==> src/rtl/z80_block_xfer_ctrl.sv <==
// Block-transfer sequencer for LDI/LDD/LDIR/LDDR: runs the HL read and DE write bus
// cycles, updates BC/DE/HL/F, iterates repeat forms and returns results to the core.
module z80_block_xfer_ctrl (
    input  logic        clk_i,
    input  logic        reset_i,
    input  logic        start_i,
    input  logic [1:0]  op_i,
    input  logic [15:0] bc_i,
    input  logic [15:0] de_i,
    input  logic [15:0] hl_i,
    input  logic [7:0]  f_i,
    input  logic [15:0] ip_i,
    input  logic        int_req_i,
    output logic        mem_rd_o,
    output logic        mem_wr_o,
    output logic [15:0] mem_addr_o,
    output logic [7:0]  mem_wdata_o,
    input  logic [7:0]  mem_rdata_i,
    input  logic        mem_ready_i,
    output logic        busy_o,
    output logic        done_o,
    output logic [15:0] bc_o,
    output logic [15:0] de_o,
    output logic [15:0] hl_o,
    output logic [7:0]  f_o,
    output logic [15:0] ip_o
);

    localparam int unsigned FlagH  = 4;
    localparam int unsigned FlagPv = 2;
    localparam int unsigned FlagN  = 1;
    localparam logic [7:0] ClrMask = ~((8'd1 << FlagH) | (8'd1 << FlagPv) | (8'd1 << FlagN));
    localparam logic [7:0] PvMask  = 8'd1 << FlagPv;

    typedef enum logic [2:0] {
        StIdle,
        StRead,
        StWrite,
        StUpdate,
        StDone
    } state_e;

    state_e      state_q, state_d;
    logic [1:0]  op_q, op_d;
    logic [15:0] bc_q, bc_d, de_q, de_d, hl_q, hl_d, ip_q, ip_d;
    logic [7:0]  f_q, f_d;
    logic        int_q, int_d;
    logic        mem_rd_q, mem_rd_d, mem_wr_q, mem_wr_d;
    logic [15:0] mem_addr_q, mem_addr_d;
    logic [7:0]  mem_wdata_q, mem_wdata_d;
    logic        busy_q, busy_d, done_q, done_d;
    logic [15:0] bc_out_q, bc_out_d, de_out_q, de_out_d, hl_out_q, hl_out_d;
    logic [15:0] ip_out_q, ip_out_d;
    logic [7:0]  f_out_q, f_out_d;

    logic [15:0] bc_nxt, de_nxt, hl_nxt;
    logic [7:0]  f_nxt;

    always_comb begin
        bc_nxt = bc_q - 16'd1;
        hl_nxt = op_q[0] ? (hl_q - 16'd1) : (hl_q + 16'd1);
        de_nxt = op_q[0] ? (de_q - 16'd1) : (de_q + 16'd1);
        f_nxt  = (f_q & ClrMask) | ((bc_nxt != 16'd0) ? PvMask : 8'd0);
    end

    always_comb begin
        state_d     = state_q;
        op_d        = op_q;
        bc_d        = bc_q;
        de_d        = de_q;
        hl_d        = hl_q;
        f_d         = f_q;
        ip_d        = ip_q;
        mem_rd_d    = mem_rd_q;
        mem_wr_d    = mem_wr_q;
        mem_addr_d  = mem_addr_q;
        mem_wdata_d = mem_wdata_q;
        busy_d      = busy_q;
        done_d      = 1'b0;
        bc_out_d    = bc_out_q;
        de_out_d    = de_out_q;
        hl_out_d    = hl_out_q;
        f_out_d     = f_out_q;
        ip_out_d    = ip_out_q;
        // A request arriving in UPDATE still counts for this boundary.
        int_d       = int_q | (int_req_i &&
                      (state_q == StRead || state_q == StWrite || state_q == StUpdate));

        unique case (state_q)
            StIdle: begin
                if (start_i) begin
                    op_d       = op_i;
                    bc_d       = bc_i;
                    de_d       = de_i;
                    hl_d       = hl_i;
                    f_d        = f_i;
                    ip_d       = ip_i;
                    mem_rd_d   = 1'b1;
                    mem_addr_d = hl_i;
                    busy_d     = 1'b1;
                    state_d    = StRead;
                end
            end
            StRead: begin
                if (mem_ready_i) begin
                    mem_wdata_d = mem_rdata_i;
                    mem_rd_d    = 1'b0;
                    mem_wr_d    = 1'b1;
                    mem_addr_d  = de_q;
                    state_d     = StWrite;
                end
            end
            StWrite: begin
                if (mem_ready_i) begin
                    mem_wr_d = 1'b0;
                    state_d  = StUpdate;
                end
            end
            StUpdate: begin
                bc_d = bc_nxt;
                de_d = de_nxt;
                hl_d = hl_nxt;
                f_d  = f_nxt;
                if (op_q[1] && (bc_nxt != 16'd0) && !int_d) begin
                    mem_rd_d   = 1'b1;
                    mem_addr_d = hl_nxt;
                    state_d    = StRead;
                end else begin
                    int_d    = 1'b0;
                    done_d   = 1'b1;
                    bc_out_d = bc_nxt;
                    de_out_d = de_nxt;
                    hl_out_d = hl_nxt;
                    f_out_d  = f_nxt;
                    // Interrupted repeat forms point back at the ED prefix.
                    ip_out_d = (!op_q[1] || (bc_nxt == 16'd0)) ? (ip_q + 16'd2) : ip_q;
                    state_d  = StDone;
                end
            end
            StDone: begin
                busy_d  = 1'b0;
                state_d = StIdle;
            end
            default: state_d = StIdle;
        endcase
    end

    always_ff @(posedge clk_i) begin
        if (reset_i) begin
            state_q     <= StIdle;
            op_q        <= 2'd0;
            bc_q        <= 16'd0;
            de_q        <= 16'd0;
            hl_q        <= 16'd0;
            f_q         <= 8'd0;
            ip_q        <= 16'd0;
            int_q       <= 1'b0;
            mem_rd_q    <= 1'b0;
            mem_wr_q    <= 1'b0;
            mem_addr_q  <= 16'd0;
            mem_wdata_q <= 8'd0;
            busy_q      <= 1'b0;
            done_q      <= 1'b0;
            bc_out_q    <= 16'd0;
            de_out_q    <= 16'd0;
            hl_out_q    <= 16'd0;
            f_out_q     <= 8'd0;
            ip_out_q    <= 16'd0;
        end else begin
            state_q     <= state_d;
            op_q        <= op_d;
            bc_q        <= bc_d;
            de_q        <= de_d;
            hl_q        <= hl_d;
            f_q         <= f_d;
            ip_q        <= ip_d;
            int_q       <= int_d;
            mem_rd_q    <= mem_rd_d;
            mem_wr_q    <= mem_wr_d;
            mem_addr_q  <= mem_addr_d;
            mem_wdata_q <= mem_wdata_d;
            busy_q      <= busy_d;
            done_q      <= done_d;
            bc_out_q    <= bc_out_d;
            de_out_q    <= de_out_d;
            hl_out_q    <= hl_out_d;
            f_out_q     <= f_out_d;
            ip_out_q    <= ip_out_d;
        end
    end

    assign mem_rd_o    = mem_rd_q;
    assign mem_wr_o    = mem_wr_q;
    assign mem_addr_o  = mem_addr_q;
    assign mem_wdata_o = mem_wdata_q;
    assign busy_o      = busy_q;
    assign done_o      = done_q;
    assign bc_o        = bc_out_q;
    assign de_o        = de_out_q;
    assign hl_o        = hl_out_q;
    assign f_o         = f_out_q;
    assign ip_o        = ip_out_q;

endmodule

==> config.mk <==
export PLATFORM = sky130hd
export DESIGN_NAME = z80_block_xfer_ctrl
export DESIGN_NICKNAME = d
export VERILOG_FILES = /design/src/rtl/z80_block_xfer_ctrl.sv
export SDC_FILE = /design/constraint.sdc
export NUM_CORES = 1
export LEC_CHECK = 0
export BUFFER_PORTS_ARGS = -buffer_cell sky130_fd_sc_hd__buf_2
export CAP_MARGIN = 5
export CORE_AREA = 10 10 176 112
export DETAILED_ROUTE_END_ITERATION = 8
export DIE_AREA = 0 0 186 122
export PLACE_DENSITY_LB_ADDON = 0.05
export SLEW_MARGIN = 20
export SYNTH_ARGS = -nofsm -noshare
export SYNTH_HDL_FRONTEND = slang
export SYNTH_SLANG_ARGS = --single-unit
==> constraint.sdc <==
create_clock -name clk_i -period 3.6 [get_ports clk_i]
set_input_delay 0.72 -clock clk_i [delete_from_list [all_inputs] [get_ports clk_i]]
set_output_delay 0.72 -clock clk_i [all_outputs]
set_load 0.05 [all_outputs]
* Word level (Yosys, flattened, before mapping) *
Index checks and enable logic that the tools add are counted.

storage, ports and cells
  bits in registers = 178
  input bits = 87
  logic and storage cells = 91

cells by class
  add/sub/neg operators = 6
  equality and inequality tests = 8
  mux-type cells = 30
  bitwise gates (word level) = 4
  reductions and logical operators = 24

operators by type and width
  operator               number
  $mux 16                8
  $pmux 16 s2            3
  $pmux 16 s3            1
  $sub 16x1->16 const B  3
  $add 16x1->16 const B  2
  $add 16x2->16 const B  1
  $logic_not 16->1       1
  $pmux 8 s2             1
  $reduce_bool 16->1     1
  $mux 3                 5
  $pmux 3 s4             1
  $reduce_and 2->1       5
  $mux 8                 1
  $or 8x3->8             1
  $mux 1                 7
  $eq 3x2->1 const B     2
  $ne 2x2->1 const B     3
  $reduce_and 3->1       2
  $reduce_bool 2->1      3
  $pmux 1 s2             2
  $reduce_and 4->1       1
  $eq 3x1->1 const B     1
  $eq 3x3->1 const B     1
  $logic_and 1x1->1      3
  9 further kinds        13

* Logic depth before layout (Yosys ltp) *
Gate-level depths: netlist of run 1.

  word-level depth = 9
  depth in mapped cells = 14
  gate-level depth less buffers = 10

* Least setup slack after synthesis of run 1 *
Ideal clock, no wire load.

  kind = register to register
  start = register op_q[0]
  end = register mem_addr_q[14] (netlist: mem_addr_o[14])
  setup time = 101 ps
  arrival time = 3054 ps
  required time = 3499 ps
  setup slack = 445 ps
  stages on the path, launching flop included = 10
  path buffers = 0
  clock period less this slack = 3155 ps
  cell sequence = dfxtp_1 inv_1 fa_1 nor2b_1 o31a_1 o21a_1 o31ai_1 o311ai_0 a21oi_1 o41ai_1

between the ends
  cells in the longest elaborated chain, start to end = 3

RTL lines
  item                    RTL line  RTL
  start, declared         44        logic [1:0] op_q, op_d;
  start signal, assigned  171       op_q <= op_d;
  $mux 16                 61        hl_nxt = op_q[0] ? (hl_q - 16'd1) : (hl_q + 16'd1);
  $mux 16                 124       if (op_q[1] && (bc_nxt != 16'd0) && !int_d) begin
  $pmux 16 s3             89        unique case (state_q)
  end signal, assigned    180       mem_addr_q <= mem_addr_d;
  end, declared           49        logic [15:0] mem_addr_q, mem_addr_d;

Every way passes these cells. The select of a mux whose other input is x is not followed.
A chain may end at the register's enable or synchronous reset.

* Worst setup path in the final report of run 1 *
  start = register bc_q[0]
  end = register ip_out_q[9] (netlist: ip_o[9])

between the ends
  cells in the longest elaborated chain, start to end = 6
  elaborated cells between the ends (all ways) = 9
  classes of those cells = 1 x add/sub; 1 x mux; 1 x bitwise; 6 x reduce/logical

RTL lines
  item                             RTL line  RTL
  start, declared                  45        logic [15:0] bc_q, bc_d, de_q, de_d, hl_q, hl_d, ip_q, ip_d;
  start signal, assigned           152       bc_q <= 16'd0;
  start signal, assigned           172       bc_q <= bc_d;
  $sub 16x1->16 *                  60        bc_nxt = bc_q - 16'd1;
  net bc_nxt[0]                    56        logic [15:0] bc_nxt, de_nxt, hl_nxt;
  $reduce_bool 16->1               124
  $logic_and 1x1->1 (2 in series)  124
  $not 1->1 (no line)              -
  $reduce_and 2->1 (no line)       -
  end signal, assigned             188       ip_out_q <= ip_out_d;
  end, declared                    53        logic [15:0] ip_out_q, ip_out_d;

The timed path passes the listed nets; every way through them passes the cells marked *.

==> out/qor.yml, run 1 <==
grt_pass1_wl_mm: 42.8
arrival_ps: 3700
grt_pass1_vias: 7967
synth_enable_flop_cells: 0
start_kind: "flop"
cts_root_buf: "clkbuf_16"
fin_setup_tns_ps: 0
maxSlewViolCount: 0
vdd_drop_max_uv: 253
finalHoldViolations: 0
antenna_found_initial: 1
grt_usage_pct: 23.4
synthCells: 1110
drv_cap: 0
overflow: 0
routed_via_density: 5.80
synth_area_leaders: "dfxtp_1, a21oi_1, nand2_1"
drtIter0Drc: 753
die_h_um: 122
cts.sinks: 173
layout.nets: 1378
final_cell_mix: "nand2_1, buf_2, dfxtp_1, a21oi_1, nor2_1"
n_fill_cell: 1523
numCtsBuffers: 17
cts_buffer_depth: 2
cts_tree: "built"
drc: 0
rsz0062_at_grt: "no"
seq_area_frac_synth_pct: 38.9
h-tree-depth: 4
fp.dieW_um: 186
vias: 8613
coreArea_um2: 16700
p_sw_share_pct: 34.3
cp.required_ps: 3940
io_pins: 187
num_rows: 37
powerDensity_nw_per_um2: 496
final_area_um2: 10600
slew_headroom_pct: 44.0
whs_ps: 448
p_seq_share_pct: 40.7
wl_mm: 27.1
cp_max_fo: 13
start_util_pct: 53.5
post_cts_buffers: 0
synth_top_area_cell: "dfxtp_1"
outcome: "complete, no violations"
dp.cells: 1453
gp_congestion: 0.898
fmax_mhz: 298
netSwitchingPower_w: 0.00181
pwr-share-clk_pct: 35.6
syn_area_um2: 8910
setup_viol_count_final: 0
crit_type: "flop to flop"
fin_cells: 1486
postPlaceCellArea_um2: 10000
worst_setup_path_end_kind: "flop"
drt_first_pass_iters: 7
ys_warn_count: 0
finalCritPeriodShare_pct: 93.2
syn_area_per_cell_um2: 8.03
area_growth_pct: 19.2
synth_top_area_share_pct: 38.9
period_minus_slack_ps: 3360
grt_max_degree: 70
tightest_slew_ps: 839
netlist-cell-type-count: 71
fin_skew_ps: 15.3
p_int_w: 0.00346
final_common_cell: "nand2_1"
die_area_um2: 22700
hp-class: "flop to flop"
pwr-share-comb_pct: 23.7
io_buffers: 181
wl_per_cell_um: 18.3
worstSkewPairLatency_ps: 430
drive_gt1_share_pct: 21.2
final_core_utilization_pct: 63.7
ant_nets: 0
async_reset_ff_share_pct: 0
ys_seq_elements: 173
synth_flop_cell: "dfxtp_1"
p_leak_nw: 4.37
clkSlewWorstSetupHoldPaths_ps: 80
hpwlAfterDp_mm: 19.3
per-layer routing:
metal	global-route usage [%]	share of wire [%]	vias up	wire length, µm
met1	34.3	49	4038	13300
met4	4.56	0.63	0	172
met5	0	0	-	0
li1	-	-	4240	-
met3	7.40	10	13	2750
met2	32.7	40	322	11000
worst paths after layout:
check,start,slack [ps],to,cells after the start
worst max-delay path,bc_q[0],240,ip_o[9],10
worst max register to register,bc_q[0],240,ip_o[9],10
worst min register to register,mem_addr_o[2],450,mem_addr_o[2],2
worst min-delay path,mem_addr_o[2],450,mem_addr_o[2],2
power by group through the flow:
stage	logic (W)	registers, W	clock network [W]
6_report	0.00125	0.00214	0.00187
5_1_grt	0.00136	0.00216	0.00199
4_1_cts	0.00124	0.00214	0.00191
2_1_floorplan	0.000750	0.00232	0
3_5_place_dp	0.00123	0.00218	0
3_3_place_gp	0.00122	0.00218	0
critical path, stage by stage (launching register included):
cell and delay (ps):
dfxtp_1 400, inv_1 100, ha_1 160, or3b_2 510
nor4_2 320, xnor2_1 220, nor4b_4 390, a21boi_4 190
buf_4 230, or4_1 500, a311oi_1 260
logic make-up (layout without fill, tap and decap cells):
logic type / Yosys count / count (layout) / synth area share [%]
and+or+nand+nor: 411 / 411 / 20.6
AOI/OAI and AO/OA: 328 / 328 / 24.3
DFF: 173 / 173 / 38.9
buffers and inverters: 100 / 260 / 4.87
xor gates and xnor gates: 50 / 50 / 4.91
adders and majority gates: 33 / 33 / 4.80
muxes: 14 / 14 / 1.59
other: 1 / 3 / 0.0421
flip-flops by register name, indices dropped and copies added (netlist names):
name         flops
mem_wr_o         1
mem_wdata_o      8
mem_addr_o      16
hl_o            16
busy_o           1
f_q              5
de_o            16
int_q            1
op_q             2
state_q          3
mem_rd_o         1
done_o           1
f_o              6
bc_o            16
de_q            16
ip_q            16
hl_q            16
ip_o            16
bc_q            16
cells in the mapped netlist (11+ instances only):
cell      count
a21o_1       12
nor2_1      124
clkbuf_1     61
nor3_1       23
a22oi_1      27
ha_1         31
inv_1        20
a221oi_1     14
nand2_1     181
xnor2_1      39
xor2_1       11
dfxtp_1     173
o21ai_0      30
a21oi_1     136
a211oi_1     37
nand3_1      18
mux2i_1      13
area by class of cell:
cell class	count	area, µm²	area share, %
Antenna cell	1	2.50	0.0236
Clock buffer	17	425	4.01
Clock inverter	15	171	1.61
Inverter	20	75.1	0.707
Multi-Input combinational cell	838	5050	47.6
Sequential cell	173	3460	32.6
Tap cell	214	268	2.52
Timing Repair Buffer	208	1160	10.9
metrics by stage:
stage,total power [W],setup WS [ps]
6_report,0.00526,244
5_1_grt,0.00551,77.3
4_1_cts,0.00529,245
3_5_place_dp,0.00341,273
3_3_place_gp,0.00340,312
2_1_floorplan,0.00307,445
repair_timing:
item                       4_1_cts  5_1_grt
hold buffers                     0        0
setup endpoints to repair        0       11
gates resized for setup          0        1
Power figures use the tool's default switching activity.
==> run 2, diff against run 1 <==
--- a/config.mk
+++ b/config.mk
@@ -10,6 +10,7 @@
 export CORE_AREA = 10 10 176 112
 export DETAILED_ROUTE_END_ITERATION = 8
 export DIE_AREA = 0 0 186 122
+export MAX_ROUTING_LAYER = met4
 export PLACE_DENSITY_LB_ADDON = 0.05
 export SLEW_MARGIN = 20
 export SYNTH_ARGS = -nofsm -noshare
==> constraint.sdc (replaced) <==
create_clock -name clk_i -period 3.6 [get_ports clk_i]
set_input_delay 0.72 -clock clk_i [delete_from_list [all_inputs] [get_ports clk_i]]
set_output_delay 0.72 -clock clk_i [all_outputs]
set_load 0.005 [all_outputs]
==> run 2 against run 1 <==
  * Hold slack is essentially flat
  * Via count barely moved
  * First-iteration DRC count rose by 6.8%
  * Clock skew decreased by 1.5 ps
  * Routed wire length grew 0.13%
  * Combinational power fell by 14%
  * Register-to-register slack is essentially flat
  * Count of clock-buffer cells in the layout unchanged
  * Global-route usage rose by 0.69 points
  * Critical path type unchanged
  * Critical endpoint unchanged
==> out/qor.yml, run 2 (same netlist as run 1, synthesis figures left out) <==
cp_max_fo: 13
worst_setup_path_end_kind: "flop"
die_h_um: 122
outcome: "complete, no violations"
finalCritPeriodShare_pct: 93.2
gp_congestion: 0.913
num_rows: 37
cts_hold_buf: 0
wl_mm: 27.2
period_minus_slack_ps: 3360
h-tree-depth: 4
final_common_cell: "nand2_1"
slew_headroom_pct: 44.7
fin_skew_ps: 13.8
arrival_ps: 3700
grt_max_degree: 70
vias: 8609
grt_usage_pct: 24.1
drc: 0
area_growth_pct: 19.2
layout.nets: 1378
crit_type: "flop to flop"
drtIter0Drc: 804
worstPathCellList: "inv_1 > ha_1 > or3b_2 > nor4_2 > xnor2_1 > nor4b_4 > a21boi_4 > buf_4 > or4_1 > a311oi_1"
drt_first_pass_iters: 5
drv_cap: 0
ant_nets: 0
final_cell_mix: "nand2_1, buf_2, dfxtp_1, a21oi_1, nor2_1"
powerDensity_nw_per_um2: 479
coreArea_um2: 16700
routed_via_density: 5.79
overflow: 0
cts_buffer_depth: 2
crit_slowest_cell: "or3b_2"
numCtsBuffers: 17
io_pins: 187
tightest_slew_ps: 829
cp.required_ps: 3940
hpwlAfterDp_mm: 19.3
grt_pass1_vias: 7977
start_kind: "flop"
max_stage_delay_ps: 520
worstSkewPairLatency_ps: 430
final_core_utilization_pct: 63.7
die_area_um2: 22700
io_buffers: 181
start_util_pct: 53.5
reg2reg_slack_ps: 240
cts_root_buf: "clkbuf_16"
antenna_found_initial: 1
finalHoldViolations: 0
fmax_mhz: 298
setup_viol_count_final: 0
hp-class: "flop to flop"
p_leak_nw: 4.37
cts.sinks: 173
fp.dieW_um: 186
vdd_drop_max_uv: 251
wl_per_cell_um: 18.3
maxSlewViolCount: 0
grt_pass1_wl_mm: 42.8
fin_setup_tns_ps: 0
rsz0062_at_grt: "no"
clkSlewWorstSetupHoldPaths_ps: 70
cts_tree: "built"
drive_gt1_share_pct: 21.2
run 2: cell counts in the layout (fill, tap and decap cells not counted):
Identical to the previous run, type by type.
run 2: cell type report:
| cell class | instances | area, µm² |
|---|---|---|
| flip-flops and latches | 173 | 3460 |
| multi-input cells | 838 | 5050 |
| diodes | 1 | 2.50 |
| clock inverters | 15 | 171 |
| inverters | 20 | 75.1 |
| well taps | 214 | 268 |
| repair buffers | 208 | 1160 |
| clock buffers | 17 | 425 |
| fillers | 1523 | 6050 |
run 2: what timing repair did:
action	CTS	global route
setup endpoints to repair	0	11
buffers inserted	0	0
gates resized for setup	0	1
run 2: per-stage QoR:
stage                     cells  instance area (µm²)  power [W]  hold slack [ps]  setup slack, ps
final                      1486                10600    0.00509              448              245
after global routing       1486                10600    0.00533              473             74.9
after CTS                  1485                10600    0.00511              449              245
after detailed placement   1453                10000    0.00324              442              273
after global placement     1453                10000    0.00322              438              312
after floorplan            1111                 8920    0.00290              432              445
run 2: report_power, final:
| group | switching (W) | internal, W |
|---|---|---|
| clock | 0.000881 | 0.000994 |
| combinational | 0.000645 | 0.000428 |
| sequential | 0.000110 | 0.00203 |
run 2: worst paths after layout:
| check | from | end | depth (start not counted) |
|---|---|---|---|
| worst min register to register | mem_addr_o[2] | mem_addr_o[2] | 2 |
| worst min-delay path | mem_addr_o[2] | mem_addr_o[2] | 2 |
| worst max register to register | bc_q[0] | ip_o[9] | 10 |
| worst max-delay path | bc_q[0] | ip_o[9] | 10 |
run 2: layer usage:
| metal | track usage [%] | share of wire, % | up-vias |
|---|---|---|---|
| met3 | 6.45 | 9.3 | 19 |
| met5 | - | 0 | - |
| met4 | 4.56 | 0.68 | 0 |
| li1 | - | - | 4242 |
| met1 | 34.8 | 50 | 4007 |
| met2 | 32.7 | 40 | 341 |
run 2: critical path: cells and delay by family, from the launching register on:
kind                       cells  cell delay, ps
and+or+nand+nor                4            1730
AOI/OAI and AO/OA              2             450
DFF                            1             400
buffers and inverters          2             310
xor gates and xnor gates       1             220
adders and majority gates      1             150
==> run 3, diff against run 2 <==
--- a/config.mk
+++ b/config.mk
@@ -7,9 +7,10 @@
 export LEC_CHECK = 0
 export BUFFER_PORTS_ARGS = -buffer_cell sky130_fd_sc_hd__buf_2
 export CAP_MARGIN = 5
-export CORE_AREA = 10 10 176 112
+export CORE_AREA = 10 10 173 110
+export CTS_BUF_LIST = sky130_fd_sc_hd__clkbuf_4 sky130_fd_sc_hd__clkbuf_8
 export DETAILED_ROUTE_END_ITERATION = 8
-export DIE_AREA = 0 0 186 122
+export DIE_AREA = 0 0 183 120
 export MAX_ROUTING_LAYER = met4
 export PLACE_DENSITY_LB_ADDON = 0.05
 export SLEW_MARGIN = 20
==> run 3 against run 2 <==
  * Setup slack gained 16 ps
  * Clock skew rose by 8.1 ps
  * Fmax up 0.48%
  * Sequential share of layout area rose by 0.74 points
==> out/qor.yml, run 3 (same netlist as run 1, synthesis figures left out) <==
final_common_cell: "nand2_1"
slew_headroom_pct: 23.7
grt_max_degree: 75
period_minus_slack_ps: 3340
dp.cells: 1445
critPathBufInv: 2
grt_usage_pct: 24.0
cts.sinks: 173
outcome: "complete, no violations"
fmax_mhz: 299
cp.required_ps: 3980
max_stage_delay_ps: 520
gp_congestion: 0.902
setup_viol_count_final: 0
drc: 0
routed_via_density: 5.76
num_rows: 36
rsz0062_at_grt: "no"
worstSkewPairLatency_ps: 460
cts_root_buf: "clkbuf_8"
maxSlewViolCount: 0
coreArea_um2: 15900
fin_skew_ps: 21.9
final_cell_mix: "nand2_1, buf_2, dfxtp_1, a21oi_1, nor2_1"
tightest_slew_ps: 1140
n_fill_cell: 1440
powerDensity_nw_per_um2: 439
crit_family: "simple AND/OR/NAND/NOR gates"
vias: 8528
crit_type: "flop to flop"
hp-class: "flop to flop"
drive_gt1_share_pct: 21.0
io_buffers: 181
post_cts_buffers: 0
worstPathCellList: "inv_1 > ha_1 > or3b_2 > nor4_2 > xnor2_1 > nor4b_4 > a21boi_4 > buf_4 > or4_1 > a311oi_1"
place_ws_ps: 303
hpwlAfterDp_mm: 19.0
cts_buffer_depth: 2
antenna_found_initial: 3
h-tree-depth: 4
arrival_ps: 3720
cts_tree: "built"
drtIter0Drc: 757
wl_per_cell_um: 18.0
layout.nets: 1375
finalCritPeriodShare_pct: 92.8
fin_cells: 1480
clkSlewWorstSetupHoldPaths_ps: 110
fp.dieW_um: 183
start_util_pct: 55.9
cts_hold_buf: 0
numCtsBuffers: 17
cp_max_fo: 13
p_leak_nw: 4.27
crit_slowest_cell: "or3b_2"
worst_setup_path_end_kind: "flop"
wl_mm: 26.6
start_kind: "flop"
fin_setup_tns_ps: 0
area_growth_pct: 16.5
grt_pass1_wl_mm: 42.4
whs_ps: 448
die_h_um: 120
setup_ws_ps: 261
finalHoldViolations: 0
drt_first_pass_iters: 5
io_pins: 187
ant_nets: 0
die_area_um2: 22000
drv_cap: 0
vdd_drop_max_uv: 224
overflow: 0
grt_pass1_vias: 7878
## run 3: layout make-up
cell class	instances	area, µm²	area share (%)
sequential	173	3460	33.4
timing repair buffer	205	1140	11.0
clock buffer	17	234	2.25
tap	209	262	2.52
inverter	20	75.1	0.723
clock inverter	15	150	1.45
antenna	3	7.51	0.0723
multi-input combinational	838	5050	48.7
## run 3: power breakdown
group	switching (W)	internal [W]	total, W
registers	0.000108	0.00203	0.00214
logic	0.000640	0.000422	0.00106
clock network	0.000841	0.000519	0.00136
## run 3: path summary, 6_finish.rpt
path                              start  endpoint  slack, ps  depth (start not counted)
worst max-delay path            bc_q[1]   ip_o[9]        260                         10
worst min-delay path             f_q[6]    f_o[6]        450                          2
worst max register to register  bc_q[1]   ip_o[9]        260                         10
worst min register to register   f_q[6]    f_o[6]        450                          2
## run 3: metrics by stage
stage	util, %	instance area, µm²	total power [W]
6_report	65.1	10400	0.00456
5_1_grt	65.1	10400	0.00478
4_1_cts	65.1	10400	0.00457
3_5_place_dp	62.7	9990	0.00323
3_3_place_gp	62.7	9990	0.00321
2_1_floorplan	-	8920	0.00290
## run 3: repair_timing
item                                    CTS  global route
gates resized for setup                   0             1
endpoints found under the setup margin    0             1
endpoints found under the hold margin     0             0
## run 3: worst register-to-register path, cell delays in order, from the launching register on
cell	delay, ps
dfxtp_1	370
inv_1	90
ha_1	180
or3b_2	520
nor4_2	340
xnor2_1	230
nor4b_4	380
a21boi_4	190
buf_4	230
or4_1	500
a311oi_1	250
## run 3: per-layer routing
metal / track usage [%] / wire (µm) / vias to the layer above
met5: - / 0 / -
met4: 3.98 / 163 / 0
met3: 7.53 / 2710 / 14
met2: 32.3 / 10600 / 357
met1: 34.6 / 13100 / 3913
li1: - / - / 4244
